**src/rtl/hiscore_ram_arbiter.sv**
```systemverilog
// Shares one game RAM between the CPU and the hiscore engine by halting the CPU; zero-latency data mux.
// Grant follows pause acknowledge plus SETTLE guard cycles; a missing acknowledge after TMO cycles gives the RAM back to the CPU.
module hiscore_ram_arbiter #(
    parameter int AW     = 10,
    parameter int SETTLE = 4,
    parameter int TMO    = 65535
) (
    input  logic          clk_sys,
    input  logic          reset,
    input  logic [AW-1:0] cpu_addr,
    input  logic [7:0]    cpu_din,
    input  logic          cpu_we,
    output logic [7:0]    cpu_dout,
    input  logic [AW-1:0] hs_addr,
    input  logic [7:0]    hs_din,
    input  logic          hs_we,
    input  logic          hs_intent_read,
    input  logic          hs_intent_write,
    output logic [7:0]    hs_dout,
    output logic          hs_ready,
    output logic          pause_req,
    input  logic          paused,
    output logic [AW-1:0] ram_addr,
    output logic [7:0]    ram_din,
    output logic          ram_we,
    input  logic [7:0]    ram_dout,
    output logic          owner,
    output logic          hs_timeout
);

    typedef enum logic [2:0] {
        ST_CPU,
        ST_REQ,
        ST_SETTLE,
        ST_HS,
        ST_RELEASE
    } state_t;

    localparam logic [3:0]  SETTLE_LOAD = 4'(SETTLE - 1);
    localparam logic [15:0] TMO_LAST    = 16'(TMO - 1);

    state_t      state_q, state_d;
    logic [3:0]  settle_cnt_q, settle_cnt_d;
    logic [15:0] tmo_cnt_q, tmo_cnt_d;
    logic        owner_q, owner_d;
    logic        hs_ready_q, hs_ready_d;
    logic        pause_req_q, pause_req_d;
    logic        hs_timeout_q, hs_timeout_d;
    logic        timeout_hit;
    logic        intent;

    assign intent = hs_intent_read | hs_intent_write;

    always_ff @(posedge clk_sys) begin
        if (reset) begin
            state_q      <= ST_CPU;
            settle_cnt_q <= '0;
            tmo_cnt_q    <= '0;
            owner_q      <= 1'b0;
            hs_ready_q   <= 1'b0;
            pause_req_q  <= 1'b0;
            hs_timeout_q <= 1'b0;
        end else begin
            state_q      <= state_d;
            settle_cnt_q <= settle_cnt_d;
            tmo_cnt_q    <= tmo_cnt_d;
            owner_q      <= owner_d;
            hs_ready_q   <= hs_ready_d;
            pause_req_q  <= pause_req_d;
            hs_timeout_q <= hs_timeout_d;
        end
    end

    // Losing the pause acknowledge in SETTLE or HS re-arbitrates from REQ with a fresh timeout window.
    always_comb begin
        state_d      = state_q;
        settle_cnt_d = settle_cnt_q;
        tmo_cnt_d    = tmo_cnt_q;
        timeout_hit  = 1'b0;
        case (state_q)
            ST_CPU: begin
                if (intent) begin
                    state_d   = ST_REQ;
                    tmo_cnt_d = '0;
                end
            end
            ST_REQ: begin
                tmo_cnt_d = tmo_cnt_q + 16'd1;
                if (!intent) begin
                    state_d = ST_CPU;
                end else if (paused) begin
                    state_d      = ST_SETTLE;
                    settle_cnt_d = SETTLE_LOAD;
                end else if (tmo_cnt_q == TMO_LAST) begin
                    state_d     = ST_CPU;
                    timeout_hit = 1'b1;
                    tmo_cnt_d   = '0;
                end
            end
            ST_SETTLE: begin
                if (!paused) begin
                    state_d   = ST_REQ;
                    tmo_cnt_d = '0;
                end else if (settle_cnt_q == 4'd0) begin
                    state_d = ST_HS;
                end else begin
                    settle_cnt_d = settle_cnt_q - 4'd1;
                end
            end
            ST_HS: begin
                if (!paused) begin
                    state_d   = ST_REQ;
                    tmo_cnt_d = '0;
                end else if (!intent) begin
                    state_d = ST_RELEASE;
                end
            end
            ST_RELEASE: state_d = ST_CPU;
            default:    state_d = ST_CPU;
        endcase
    end

    // Status flags are decoded from the next state so they leave the block straight from flops.
    always_comb begin
        owner_d      = (state_d == ST_HS);
        hs_ready_d   = (state_d == ST_HS);
        pause_req_d  = (state_d != ST_CPU);
        hs_timeout_d = timeout_hit;

        ram_addr = cpu_addr;
        ram_din  = cpu_din;
        ram_we   = 1'b0;
        case (state_q)
            ST_CPU, ST_REQ: ram_we = cpu_we;
            ST_HS: begin
                ram_addr = hs_addr;
                ram_din  = hs_din;
                ram_we   = hs_we & paused;
            end
            default: ram_we = 1'b0;
        endcase
        if (reset) begin
            ram_we = 1'b0;
        end
    end

    assign cpu_dout   = ram_dout;
    assign hs_dout    = ram_dout;
    assign owner      = owner_q;
    assign hs_ready   = hs_ready_q;
    assign pause_req  = pause_req_q;
    assign hs_timeout = hs_timeout_q;

endmodule

```
**config.mk**
```make
export PLATFORM = sky130hd
export DESIGN_NAME = hiscore_ram_arbiter
export DESIGN_NICKNAME = d
export VERILOG_FILES = /design/src/rtl/hiscore_ram_arbiter.sv
export SDC_FILE = /design/constraint.sdc
export NUM_CORES = 1
export LEC_CHECK = 0
export CAP_MARGIN = 40
export CORE_MARGIN = 4
export CORE_UTILIZATION = 37
export CTS_CLUSTER_DIAMETER = 200
export DETAILED_ROUTE_END_ITERATION = 8
export GPL_ROUTABILITY_DRIVEN = 1
export MAX_ROUTING_LAYER = met4
export PLACE_DENSITY = 0.78
export SYNTH_ARGS = -nofsm -noshare
export SYNTH_HDL_FRONTEND = slang
export SYNTH_SLANG_ARGS = --single-unit
```
**constraint.sdc**
```tcl
create_clock -name clk_sys -period 1.52 [get_ports clk_sys]
set_clock_uncertainty 0.15 [all_clocks]
set_input_delay 0.228 -clock clk_sys [delete_from_list [all_inputs] [get_ports clk_sys]]
set_output_delay 0.228 -clock clk_sys [all_outputs]
set_load 0.1 [all_outputs]
```
# Yosys cells after proc, flatten, opt, wreduce, memory -nomap -nowiden
# Index checks and enable logic that the tools add are counted.
dict set report totals {
  out_inout_bits 39
  wordCells 58
  regBits 26
  inputBits 51
}
dict set report classes {
  eq_ne 11
  n_addsub 2
  n_reduce_logical 10
  mux 25
  bitwise 4
}
# cell count
set op_table {}
lappend op_table {{16-bit 2-to-1 mux} 5}
lappend op_table {{16-bit case mux with 3 select lines} 1}
lappend op_table {{3-bit 2-to-1 mux} 8}
lappend op_table {{16-bit by 1-bit adder with 16-bit output, second input constant} 1}
lappend op_table {{16-bit == test, second input constant} 1}
lappend op_table {{4-bit 2-to-1 mux} 4}
lappend op_table {{2-bit inequality test, second input constant} 6}
lappend op_table {{3-bit case mux with 4 select lines} 1}
lappend op_table {{10-bit 2-to-1 mux} 1}
lappend op_table {{3-bit by 2-bit == test with 1-bit output, second input constant} 3}
lappend op_table {{8-bit 2-to-1 mux} 1}
lappend op_table {{4-bit case mux with 2 select lines} 1}
lappend op_table {{3-bit nonzero test} 2}
lappend op_table {{5-bit AND reduction} 1}
lappend op_table {{4-bit logical NOT} 1}
lappend op_table {{2-bit OR reduction} 2}
lappend op_table {{4-bit OR reduction} 1}
lappend op_table {{4-bit by 1-bit subtractor with 4-bit output, second input constant} 1}
lappend op_table {{3-bit by 1-bit == test with 1-bit output, second input constant} 1}
lappend op_table {{3-bit logical NOT} 1}
lappend op_table {{3-bit AND reduction} 1}
lappend op_table {{1-bit 2-to-1 mux} 2}
lappend op_table {{1-bit NOT} 2}
lappend op_table {{1-bit case mux with 2 select lines} 1}
lappend op_table {{3 further kinds} 3}

# Longest topological paths before layout
# Gate-level depths: netlist of the first run.
dict set report logic_depth {
  depth_word 6
  mapped_depth 7
  ltp_nobuf 7
}

# Worst setup path before layout of the first run
# OpenSTA, ideal clock, no wires.
dict set report synth_timing {
  path_type {in2out}
  startpoint {input port reset}
  endpoint {output port ram_we}
  required_time_ns 1.142
  path_buffers 2
  setup_slack_ns -1.581
  t_arrival_ns 2.723
  path_stages 3
  cell_sequence {clkbuf_1 -> clkbuf_1 -> nor3_1}
}
dict set report synth_via {
  elab_chain_len 1
}
# item line_no
set synth_rtl {}
lappend synth_rtl {{start: declaration} 9} ;# input logic reset,
lappend synth_rtl {{1-bit 2-to-1 mux} 142} ;# if (reset) begin
lappend synth_rtl {{end: declaration} 25} ;# output logic ram_we,
# No other way between the ends.

# Worst setup path in the final report of the first run
dict set report layout_timing {
  startpoint {register state_q[0]}
  endpoint {output port ram_din[6]}
}
dict set report layout_via {
  elab_chain_len 2
}
# item line_no
set layout_rtl {}
lappend layout_rtl {{start: declaration} 42} ;# state_t state_q, state_d;
lappend layout_rtl {{start signal: assignment} 64} ;# state_q <= state_d;
lappend layout_rtl {{3-bit by 2-bit == test with 1-bit output} 133} ;# case (state_q)
lappend layout_rtl {{8-bit 2-to-1 mux} 133}
lappend layout_rtl {{end: declaration} 24} ;# output logic [7:0] ram_din,
# No other way between the ends.

==> results.md, run 1 <==
- The synthesized netlist net count is 263.
- The cell area power density is roughly 650 nW/µm².
- The maximum number of pins on one net before global-route repair is 16.
- The routed via count is roughly 2100.
- The hold-fix buffer count after cts is 0.
- The worst setup path is launched from a flop.
- The total setup violations reported at the end of the flow is 43.
- The run finished, with violations left.
- The signal arrival time at the worst endpoint is 1.59 ns.
- The count of warnings emitted by yosys is 0.
- The first TritonRoute pass finished after 5 iterations.
- Along the worst path, the maximum fanout reaches 8.
- Timing would allow up to approximately 510 MHz.
- The number of slew-limit violations in the final report is 0.
- After routing, the total negative slack on setup checks comes to -13.40 ns.
- The leakage power is 1.504 nW.
- CTS built an H-tree with a depth of 1.
- Data on the critical path is required at its endpoint by 1.14 ns.
- The CTS tree is built.
- Input and output buffers added on the ports amount to 65.
- The sequential cell area fraction in the yosys report is 28.89%.
- The share of async-settable or async-resettable flops after synthesis is 0%.
- The number of distinct library cell variants in the gate-level netlist after synthesis is 52.
- The part of the cycle the worst path needs is 129.3%.
- The number of diodes is 0.
- Dividing the detail-routed wire length by the instance count gives 20.10 µm.
- Setup repair after global routing could not meet its margin everywhere.
- For this run, the leading register cell type out of synthesis is sky130_fd_sc_hd__dfxtp_1.
- The die height is 77.78 µm.
- The cell taking the most area after synthesis is sky130_fd_sc_hd__dfxtp_1.
- The first global-routing pass estimated 11780 µm of wire.
- IR analysis of the VDD net gives a maximum drop of 1023 µV.
- The register bit total from synthesis is 26.
- Sorting the synthesized cells by area gives the leading types as sky130_fd_sc_hd__dfxtp_1, sky130_fd_sc_hd__mux2_2, sky130_fd_sc_hd__buf_4, sky130_fd_sc_hd__nor2_1, sky130_fd_sc_hd__xor2_1.
- The final reports fail on setup timing.
- The total die area is 6050 µm².
- The master of the slowest instance on the critical path is sky130_fd_sc_hd__dfxtp_4.
- The critical path goes through nand3_4 > buf_6 > buf_16 > mux2_4 > buf_12.
- The synthesized netlist occupies a cell area of 1802 µm².
- The buffer levels on the longest clock path is 2.
- Of the cells placed in the final design, the portion with a size suffix greater than 1 is 52.63%.
- The initial utilization of the core area, before any placement, comes to about two fifths.
- The routed design has 7839 µm of wire.
- The aggregate global routing overflow is 0.
- The worst setup path is of the flop to output port kind.
- In this run the biggest area consumer among cell types represents roughly 29% of the synthesized area.
- The total half-perimeter wirelength after legalization and detailed placement is 4452 µm.
- The max-capacitance violation count is 0.
- The total track usage is approximately a quarter.
- The path class of the tightest hold or removal check is primary input to output port.
- The via count of the first global-routing pass is about 2200.
- The final worst setup slack is -0.4457 ns.
- The placeable core region is around 4700 µm².
- The final layout contains 379 nets.
- In this run the core area contains 25 standard-cell rows.
- For the pin with the worst max-slew slack, the measured transition is 0.5864 ns.
- In this run the count of I/O pins placed on the die edge is 90.
- The number of instances in the synthesized netlist is 208.
- The final estimated routing congestion in global placement is slightly above 0.8.
- The post-route non-filler standard cell count is just under 400.
- Including well taps, the total number of placed cells is 367.
- In this run the tightest slew margin relative to its limit is ~61%.
- The library cells used most frequently in the layout, excluding fill and tap cells, are sky130_fd_sc_hd__buf_4, sky130_fd_sc_hd__clkdlybuf4s50_1, sky130_fd_sc_hd__buf_12.
- The number of buffers inserted during clock tree synthesis is 3.
- Overall power consumption after layout is estimated at 0.002296 W.
- The clock net sink count is 26.
- The endpoint type of the worst setup path is an output port.
- The delay of the slowest cell on the worst path is 0.42 ns.
- The post-synthesis average cell area is 8.662 µm².
- The number of enable-type register cells in the synthesized netlist is 0.
- The library cell used most frequently in the layout, excluding fill and tap cells, is sky130_fd_sc_hd__buf_4.
- Dividing the detail-routed via count by the number of cells gives 5.367.
- The clock latency at the later pin of the worst-skew pair is 0.28 ns.
- The final count of hold timing violations is 0.
- After clock tree synthesis, the clock-pin slew on the worst setup and hold paths is 0.09 ns.
- The DRC violation count after routing is 0.
- The remaining number of nets flagged by the antenna check after routing is 0.
- The signed area change from the synthesized netlist to the final layout is 96.74%.
- The initial antenna violation count is 0.
- In this run the clock root is driven by a sky130_fd_sc_hd__clkbuf_8.
- The worst path in the final design needs a cycle of just under 2 ns, including I/O delays and setup.
- The violation count after the first detailed-route iteration is approximately 150.
- Hold timing on the final database bottoms out at a slack of approximately 0.31 ns.
- In this run the horizontal extent of the chip is around 80 µm.
cell usage after synthesis (all sizes together) (2+ instances only):
cell,number
a211oi,4
a21oi,8
a31oi,2
and2,4
and3,2
buf,24
clkbuf,2
dfxtp,26
ha,4
inv,7
mux2,18
nand2,11
nand3,13
nand3b,2
nand4,4
nand4b,2
nor2,26
nor2b,4
nor3,7
nor3b,2
nor4,3
o21a,2
o21ai,6
o2bb2ai,2
or3b,2
xnor2,2
xor2,8
state kept, by name, summed over array words and instances, names as in the netlist:
register,count
state_q,3
hs_timeout,1
pause_req,1
hs_ready,1
tmo_cnt_q,16
settle_cnt_q,4
worst paths after layout:
check                         end  slack (ns)  cells past startpoint            start
setup / recovery       ram_din[6]       -0.45                      5       state_q[0]
hold / removal        cpu_dout[7]        0.31                      0      ram_dout[7]
setup reg to reg     tmo_cnt_q[2]       -0.43                      6       state_q[1]
hold reg to reg   settle_cnt_q[0]        0.41                      2  settle_cnt_q[0]
final cells by class:
cell class              instances  area, µm²
clock buffers                   3      41.29
clock inverters                 1      30.03
fillers                       265       1179
inverters                       7      26.28
multi-input cells             150       1338
flip-flops and latches         26      535.5
well taps                      67      83.83
repair buffers                136       1490
cell families after synthesis:
family | after synthesis | synth area share (%)
adders and majority gates | 4 | 2.778
muxes | 19 | 11.81
xor gates and xnor gates | 10 | 4.861
and+or+nand+nor | 86 | 27.15
buffers and inverters | 33 | 11.74
AOI/OAI and AO/OA | 30 | 12.78
DFF | 26 | 28.89
repair_timing:
item                                    4_1_cts  5_1_grt
gates cloned                                  4        0
pin swaps                                     9       12
gates resized for setup                      38        9
setup buffers                                 9        9
endpoints found under the setup margin       43       45
critical path: cells and delay by family (launching register included):
kind | cells | cell delay [ns]
DFF | 1 | 0.42
and+or+nand+nor | 1 | 0.12
buffers and inverters | 3 | 0.45
muxes | 1 | 0.32
report_power, final:
part / total [W] / internal, W / leakage (nW) / switching, W
clock network: 0.000595 / 0.000353 / 0.0357 / 0.000242
logic: 0.000982 / 0.000441 / 1.25 / 0.000541
registers: 0.000719 / 0.000698 / 0.214 / 0.0000211
total: 0.00230 / 0.00149 / 1.50 / 0.000804
stage by stage:
| stage | setup slack (ns) | area (µm²) | utilization (%) |
|---|---|---|---|
| CTS | -0.4264 | 3488 | 73.85 |
| global placement | -0.4883 | 3118 | 66.01 |
| finish | -0.4457 | 3545 | 75.05 |
| floorplan | -0.2179 | 1958 | - |
| global route | -0.5080 | 3545 | 75.05 |
| detailed placement | -0.5439 | 3118 | 66.01 |
routing by layer:
metal	part of all wire, %	vias to the layer above	global-route usage, %
met5	0	-	-
met4	2.6	0	9.609
met3	7.1	18	5.104
met2	53	122	48.80
met1	37	996	25.55
li1	-	957	-
Note: power is estimated with default switching activity, not from simulation.
==> inputs of run 2 (changes only) <==
--- a/config.mk
+++ b/config.mk
@@ -13,6 +13,7 @@
 export GPL_ROUTABILITY_DRIVEN = 1
 export MAX_ROUTING_LAYER = met4
 export PLACE_DENSITY = 0.78
+export REMOVE_ABC_BUFFERS = 1
 export SYNTH_ARGS = -nofsm -noshare
 export SYNTH_HDL_FRONTEND = slang
 export SYNTH_SLANG_ARGS = --single-unit
==> results.md, run 2 (synthesis results as in run 1) <==
- Run status: finished, violations left (unchanged).
- Violations in the final reports: setup timing (unchanged).
- Unrepaired setup endpoints after global routing: true (unchanged).
- The maximum achievable frequency is 513.1 MHz (was 508.7 MHz).
- The placeable core region came to 4723 µm² (unchanged).
- The endpoint of the worst register-to-register path is tmo_cnt_q[7] (was tmo_cnt_q[2]).
- The clock transition at the registers of the reported paths was 0.10 ns (was 0.09 ns).
- Largest registers: tmo_cnt_q: 16 flops, settle_cnt_q: 4 flops, state_q: 3 flops (unchanged).
- The switching power total is 0.0008163 W (was 0.0008044 W).
- The capture point of the critical path was ram_we (was ram_din[6]).
- The maximum number of pins on one net before global-route repair is 15 (was 16).
- The deepest level of the CTS H-tree is 1 (unchanged).
- The switching part of the total power is 36.88% (was 35.04%).
- The hold-fix buffer count after cts is 0 (unchanged).
- The endpoint type of the worst setup path is an output port (unchanged).
- The final-layout worst hold slack was 0.3071 ns (was 0.3061 ns).
- The total half-perimeter wirelength after legalization and detailed placement was 4404 µm (was 4452 µm).
- The total die area is 6050 µm² (unchanged).
- The number of buffers inserted during clock tree synthesis was 3 (unchanged).
- The part of the cycle the worst path needs is 128.2% (was 129.3%).
- The via count of the first global-routing pass is 2213 (was 2188).
- The share of cells above drive strength 1 is 55.17% (was 52.63%).
- Highest-count cells in the layout ignoring fill and taps: sky130_fd_sc_hd__buf_4, sky130_fd_sc_hd__clkdlybuf4s50_1, sky130_fd_sc_hd__buf_12 (unchanged).
- The most frequent standard cell in the layout excluding fill and tap cells is sky130_fd_sc_hd__buf_4 (unchanged).
- The global-route wire length before repair is 10810 µm (was 11780 µm).
- The number of diodes is 0 (unchanged).
- The die height is 77.78 µm (unchanged).
- The clock net sink count came to 26 (unchanged).
- The maximum fanout along the worst path was 3 (was 8).
- The max-capacitance violation count is 0 (unchanged).
- The time the worst path needs with I/O delays and setup was 1.949 ns (was 1.966 ns).
- The worst path required time is 1.14 ns (about the same).
- The number of slew-limit violations in the final report is 0 (unchanged).
- The filler cell count in the final layout is 268 (was 265).
- The cell area power density is 628.3 nW/µm² (was 647.7 nW/µm²).
- The class of the tightest hold or removal check was primary input to output port (unchanged).
- The buffer levels on the longest clock path is 2 (unchanged).
- The horizontal die dimension is 77.78 µm (unchanged).
- The cell internal power dissipation is 0.001397 W (was 0.001491 W).
- The initial antenna violation count is 0 (unchanged).
- The signed area change from the synthesized netlist to the final layout is 95.56% (was 96.74%).
- The register containing the most flip-flops in the final layout is tmo_cnt_q (unchanged).
- The post-route non-filler standard cell count is 386 (was 390).
- The cell count after placement is 371 (was 367).
- The quantity of I/O buffers inserted on ports was 65 (unchanged).
- The launching instance or port of the critical path is state_q[1] (was state_q[0]).
- The number of I/O pins is 90 (unchanged).
- The detailed-route wire length came to 7173 µm (was 7839 µm).
- The buffer cell driving the clock tree root is sky130_fd_sc_hd__clkbuf_8 (unchanged).
- The highest ir drop seen on vdd is 397.9 µV (was 1023 µV).
- The number of detailed-route iterations in the first pass is 4 (was 5).
- The length in cells of the worst reg-to-reg path is 7 (was 6).
- The CTS tree is built (unchanged).
- The worst slack at placement was -0.5243 ns (was -0.5439 ns).
- The violation count after the first detailed-route iteration was 155 (was 154).
- The final worst setup slack was -0.4291 ns (was -0.4457 ns).
- The combinational share of power is 46.1% (was 42.8%).
- The DRC violation count after routing was 0 (unchanged).
- The critical setup path kind is flop to output port (unchanged).
- The actual slew at the worst max-slew pin is 0.4887 ns (was 0.5864 ns).
- The worst relative slew slack is 67.42% (was 60.61%).
- The wire length per cell after detailed routing is 18.58 µm (was 20.10 µm).
- The final net count is 375 (was 379).
- The aggregate global routing overflow is 0 (unchanged).
- The signal arrival time at the worst endpoint was 1.57 ns (was 1.59 ns).
- The origin of the critical flop-to-flop path was state_q[1] (unchanged).
- The final estimated routing congestion in global placement was 0.8471 (was 0.8227).
- The number of flip-flops in the largest register came to 16 (unchanged).
- The share of power burned in registers is 32.3% (was 31.3%).
- The total setup violations reported at the end of the flow is 43 (unchanged).
- The nature of the critical path startpoint is a flop (unchanged).
- The relative contribution of the clock network to total power is 21.5% (was 25.9%).
- The via density per instance was 5.389 (was 5.367).
- The initial core utilization came to 38.15% (unchanged).
- The remaining number of nets flagged by the antenna check after routing came to 0 (unchanged).
- The final count of hold timing violations is 0 (unchanged).
- The register cell area after layout is 533.0 µm² (was 535.5 µm²).
- The cell row count is 25 (unchanged).
- The worst reg-to-reg setup slack is -0.34 ns (was -0.43 ns).
- The total track usage is 22.70% (was 25.69%).
- The clock latency at the later pin of the worst-skew pair is 0.29 ns (was 0.28 ns).
- The routed via count is 2080 (was 2093).
- The combined area of the multi-input logic cells was 1381 µm² (was 1338 µm²).
- The leakage power is 1.470 nW (was 1.504 nW).
## run 2: per-stage QoR
| stage | power [W] | TNS [ns] | cell area (µm²) | util (%) |
|---|---|---|---|---|
| finish | 0.002214 | -13.19 | 3523 | 74.60 |
| global route | 0.002276 | -15.21 | 3523 | 74.60 |
| CTS | 0.002105 | -12.36 | 3341 | 70.73 |
| detailed placement | 0.001599 | -13.79 | 3022 | 63.97 |
| global placement | 0.001581 | -12.68 | 3022 | 63.97 |
| floorplan | 0.001184 | -11.40 | 1617 | - |
## run 2: worst min-delay path by stage
stage / slack [ns] / from / depth (start not counted) / to
2_1_floorplan: 0.14 / reset / 1 / settle_cnt_q[0]
3_3_place_gp: 0.31 / ram_dout[0] / 0 / hs_dout[0]
3_5_place_dp: 0.31 / ram_dout[0] / 0 / hs_dout[0]
4_1_cts: 0.31 / ram_dout[0] / 0 / hs_dout[0]
5_1_grt: 0.31 / ram_dout[1] / 0 / hs_dout[1]
6_report: 0.31 / ram_dout[0] / 0 / hs_dout[0]
## run 2: timing repair
item,in CTS,in global routing
setup buffers,4,5
setup endpoints to repair,43,44
cloned,1,1
gates resized for setup,55,33
pin swaps,20,14
## run 2: routing by layer
layer	global-route usage, %	wire length (µm)	up-vias	share of wire (%)
li1	-	-	939	-
met1	22.93	2584	992	36
met2	40.92	3764	125	52
met3	7.309	580	24	8.1
met4	7.829	244	0	3.4
met5	-	0	-	0
## run 2: power by group through the flow
| stage | sequential (W) | combinational, W | clock [W] |
|---|---|---|---|
| after CTS | 0.000714 | 0.000938 | 0.000454 |
| after global placement | 0.000728 | 0.000853 | 0 |
| after detailed placement | 0.000730 | 0.000869 | 0 |
| final | 0.000716 | 0.00102 | 0.000476 |
| after global routing | 0.000717 | 0.00106 | 0.000498 |
| after floorplan | 0.000778 | 0.000405 | 0 |
## run 2: critical path, stage by stage (launching register included)
cell and delay [ns]:
sky130_fd_sc_hd__dfxtp_2 0.34, sky130_fd_sc_hd__buf_6 0.12, sky130_fd_sc_hd__buf_6 0.12, sky130_fd_sc_hd__nor2b_4 0.11, sky130_fd_sc_hd__a41oi_2 0.06, sky130_fd_sc_hd__nor3_2 0.23, sky130_fd_sc_hd__buf_4 0.14, sky130_fd_sc_hd__buf_12 0.16
## run 2: layout make-up
| cell class | instances | area share, % |
|---|---|---|
| repair buffers | 132 | 40.98 |
| multi-input cells | 150 | 39.20 |
| flip-flops and latches | 26 | 15.13 |
| well taps | 67 | 2.379 |
| clock buffers | 4 | 1.562 |
| inverters | 7 | 0.7457 |
==> inputs of run 3 (changes only) <==
--- a/config.mk
+++ b/config.mk
@@ -6,7 +6,8 @@
 export NUM_CORES = 1
 export LEC_CHECK = 0
 export CAP_MARGIN = 40
-export CORE_MARGIN = 4
+export CORE_ASPECT_RATIO = 1.4
+export CORE_MARGIN = 2
 export CORE_UTILIZATION = 37
 export CTS_CLUSTER_DIAMETER = 200
 export DETAILED_ROUTE_END_ITERATION = 8
@@ -14,6 +15,7 @@
 export MAX_ROUTING_LAYER = met4
 export PLACE_DENSITY = 0.78
 export REMOVE_ABC_BUFFERS = 1
+export SLEW_MARGIN = 15
 export SYNTH_ARGS = -nofsm -noshare
 export SYNTH_HDL_FRONTEND = slang
 export SYNTH_SLANG_ARGS = --single-unit
==> results.md, run 3 (synthesis results as in run 1) <==
- Run status: finished, violations left (unchanged).
- The total setup violations reported at the end of the flow was 45 (was 43).
- The highest ir drop seen on vdd is 416.8 µV (was 397.9 µV).
- The CTS tree is built (unchanged).
- The clock latency at the later pin of the worst-skew pair is 0.28 ns (was 0.29 ns).
- The final estimated routing congestion in global placement is 0.8849 (was 0.8471).
- The time the worst path needs with I/O delays and setup came to 1.871 ns (was 1.949 ns).
- The share of cells above drive strength 1 came to 56.74% (was 55.17%).
- The register containing the most flip-flops in the final layout is tmo_cnt_q (unchanged).
- The violation count after the first detailed-route iteration is 105 (was 155).
- The origin of the critical flop-to-flop path was state_q[1] (unchanged).
- The clock transition at the registers of the reported paths is 0.09 ns (was 0.10 ns).
- The routed via count is 2261 (was 2080).
- Largest registers: tmo_cnt_q: 16 flops, settle_cnt_q: 4 flops, state_q: 3 flops (unchanged).
- The initial core utilization was 37.80% (was 38.15%).
- The buffer levels on the longest clock path is 2 (unchanged).
- The detailed-route wire length came to 9054 µm (was 7173 µm).
- The delay of the slowest cell on the worst path was 0.42 ns (was 0.34 ns).
- The endpoint type of the worst setup path is an output port (unchanged).
- The cell area power density was 670.7 nW/µm² (was 628.3 nW/µm²).
- The number of slew-limit violations in the final report is 0 (unchanged).
- The signed area change from the synthesized netlist to the final layout is 95.56% (unchanged).
- Unrepaired setup endpoints after global routing: true (unchanged).
- The signal arrival time at the worst endpoint is 1.49 ns (was 1.57 ns).
- The terminating pin of the worst hold path is hs_dout[5] (was hs_dout[0]).
- The via count of the first global-routing pass was 2255 (was 2213).
- The max-capacitance violation count came to 0 (unchanged).
- The initial antenna violation count is 0 (unchanged).
- The number of I/O pins is 90 (unchanged).
- The placeable core region is 4767 µm² (was 4723 µm²).
- The maximum number of pins on one net before global-route repair is 16 (was 15).
- The worst relative slew slack is 68.41% (was 67.42%).
- The nature of the critical path startpoint is a flop (unchanged).
- The quantity of I/O buffers inserted on ports is 65 (unchanged).
- Highest-count cells in the layout ignoring fill and taps: sky130_fd_sc_hd__buf_4, sky130_fd_sc_hd__clkdlybuf4s50_1, sky130_fd_sc_hd__buf_12 (unchanged).
- The clock net sink count is 26 (unchanged).
- The via density per instance is 5.903 (was 5.389).
- The global-route wire length before repair is 11590 µm (was 10810 µm).
- The horizontal die dimension is 62.98 µm (was 77.78 µm).
- The number of flip-flops in the largest register came to 16 (unchanged).
- The post-route total power is 0.002363 W (was 0.002214 W).
- The instance count along the most critical hold path is 0 (unchanged).
- The actual slew at the worst max-slew pin is 0.4721 ns (was 0.4887 ns).
- The part of the cycle the worst path needs was 123.1% (was 128.2%).
- The critical setup path kind was flop to output port (unchanged).
- The final worst setup slack is -0.3505 ns (was -0.4291 ns).
- The total half-perimeter wirelength after legalization and detailed placement came to 4495 µm (was 4404 µm).
- The most frequent standard cell in the layout excluding fill and tap cells is sky130_fd_sc_hd__buf_4 (unchanged).
- The worst hold path startpoint is ram_dout[5] (was ram_dout[0]).
- The length in cells of the worst reg-to-reg path was 6 (was 7).
- The deepest level of the CTS H-tree came to 1 (unchanged).
- The remaining number of nets flagged by the antenna check after routing is 0 (unchanged).
- The number of buffers inserted during clock tree synthesis is 3 (unchanged).
- Violations in the final reports: setup timing (unchanged).
- The buffer cell driving the clock tree root is sky130_fd_sc_hd__clkbuf_8 (unchanged).
- The design area is 3523 µm² (unchanged).
- The DRC violation count after routing is 0 (unchanged).
- The post-detailed-placement cell area is 2960 µm² (was 3022 µm²).
- The aggregate global routing overflow is 0 (unchanged).
- The worst reg-to-reg setup slack is -0.35 ns (was -0.34 ns).
- The maximum achievable frequency was 534.6 MHz (was 513.1 MHz).
- The number of detailed-route iterations in the first pass is 4 (unchanged).
- The wire length per cell after detailed routing is 23.64 µm (was 18.58 µm).
- The worst path required time was 1.14 ns (about the same).
- The class of the tightest hold or removal check is primary input to output port (unchanged).
- The hold-fix buffer count after cts was 0 (unchanged).
- Series of cell instances along the critical path: buf_6 > a41oi_2 > nor3_2 > buf_4 > buf_12 (was buf_6 > buf_6 > nor2b_4 > a41oi_2 > nor3_2 > buf_4 > buf_12).
- The cell row count is 30 (was 25).
- The number of diodes is 0 (unchanged).
- The final count of hold timing violations is 0 (unchanged).
- The master of the slowest instance on the critical path was sky130_fd_sc_hd__dfxtp_4 (was sky130_fd_sc_hd__dfxtp_2).
- The utilization after layout came to 73.91% (was 74.60%).
- The leakage power is 1.453 nW (was 1.470 nW).
- The maximum fanout along the worst path came to 5 (was 3).
- The final net count is 375 (unchanged).
- The total track usage came to 28.31% (was 22.70%).
- The endpoint of the worst register-to-register path is tmo_cnt_q[0] (was tmo_cnt_q[7]).
- The total die area was 5451 µm² (was 6050 µm²).
- The die height was 86.57 µm (was 77.78 µm).
## run 3: per-layer routing
layer | wire length (µm) | GRT usage (%) | part of all wire [%] | vias to the layer above
li1 | - | - | - | 939
met1 | 2924 | 28.06 | 32 | 1051
met2 | 4592 | 50.87 | 51 | 202
met3 | 874 | 8.182 | 9.7 | 69
met4 | 663 | 13.13 | 7.3 | 0
met5 | 0 | - | 0 | -
## run 3: power by group
part	switching, W	total, W	internal, W
logic	0.000578	0.00104	0.000462
clock network	0.000246	0.000599	0.000353
registers	0.0000267	0.000724	0.000698
total	0.000850	0.00236	0.00151
## run 3: cell type report
| type | instances | area, µm² |
|---|---|---|
| flip-flops and latches | 26 | 541.8 |
| inverters | 7 | 28.78 |
| clock inverters | 1 | 30.03 |
| fillers | 262 | 1244 |
| repair buffers | 133 | 1448 |
| well taps | 64 | 80.08 |
| multi-input cells | 149 | 1354 |
| clock buffers | 3 | 41.29 |
## run 3: worst max path at each step
stage	start	endpoint	slack, ns	depth (start not counted)
after floorplan	state_q[1]	ram_we	-1.55	2
after global placement	hs_intent_write	tmo_cnt_q[12]	-0.47	6
after detailed placement	hs_intent_write	tmo_cnt_q[7]	-0.51	6
after CTS	state_q[1]	ram_din[5]	-0.31	4
after global routing	state_q[1]	tmo_cnt_q[6]	-0.39	8
final	state_q[0]	ram_we	-0.35	5
## run 3: repair_timing
item                       in CTS  in global routing
cloned                          0                  0
buffers inserted                8                 10
setup endpoints to repair      43                 45
pin swaps                      42                 17
resized for setup              83                 23
## run 3: through the flow
stage	hold slack (ns)	setup slack, ns	setup TNS [ns]	cells
floorplan	0.1426	-1.549	-11.40	182
global placement	0.3070	-0.4698	-12.13	362
detailed placement	0.3070	-0.5113	-13.68	362
CTS	0.3070	-0.3093	-9.920	374
global route	0.3069	-0.3933	-14.59	383
finish	0.3061	-0.3505	-12.83	383
## run 3: worst max-delay path, delay by kind of cell (launching register included)
family,cells,cell delay [ns]
AND/OR/NAND/NOR,1,0.18
flip-flops,1,0.42
AO/OA/AOI/OAI,1,0.14
buffers and inverters,3,0.46
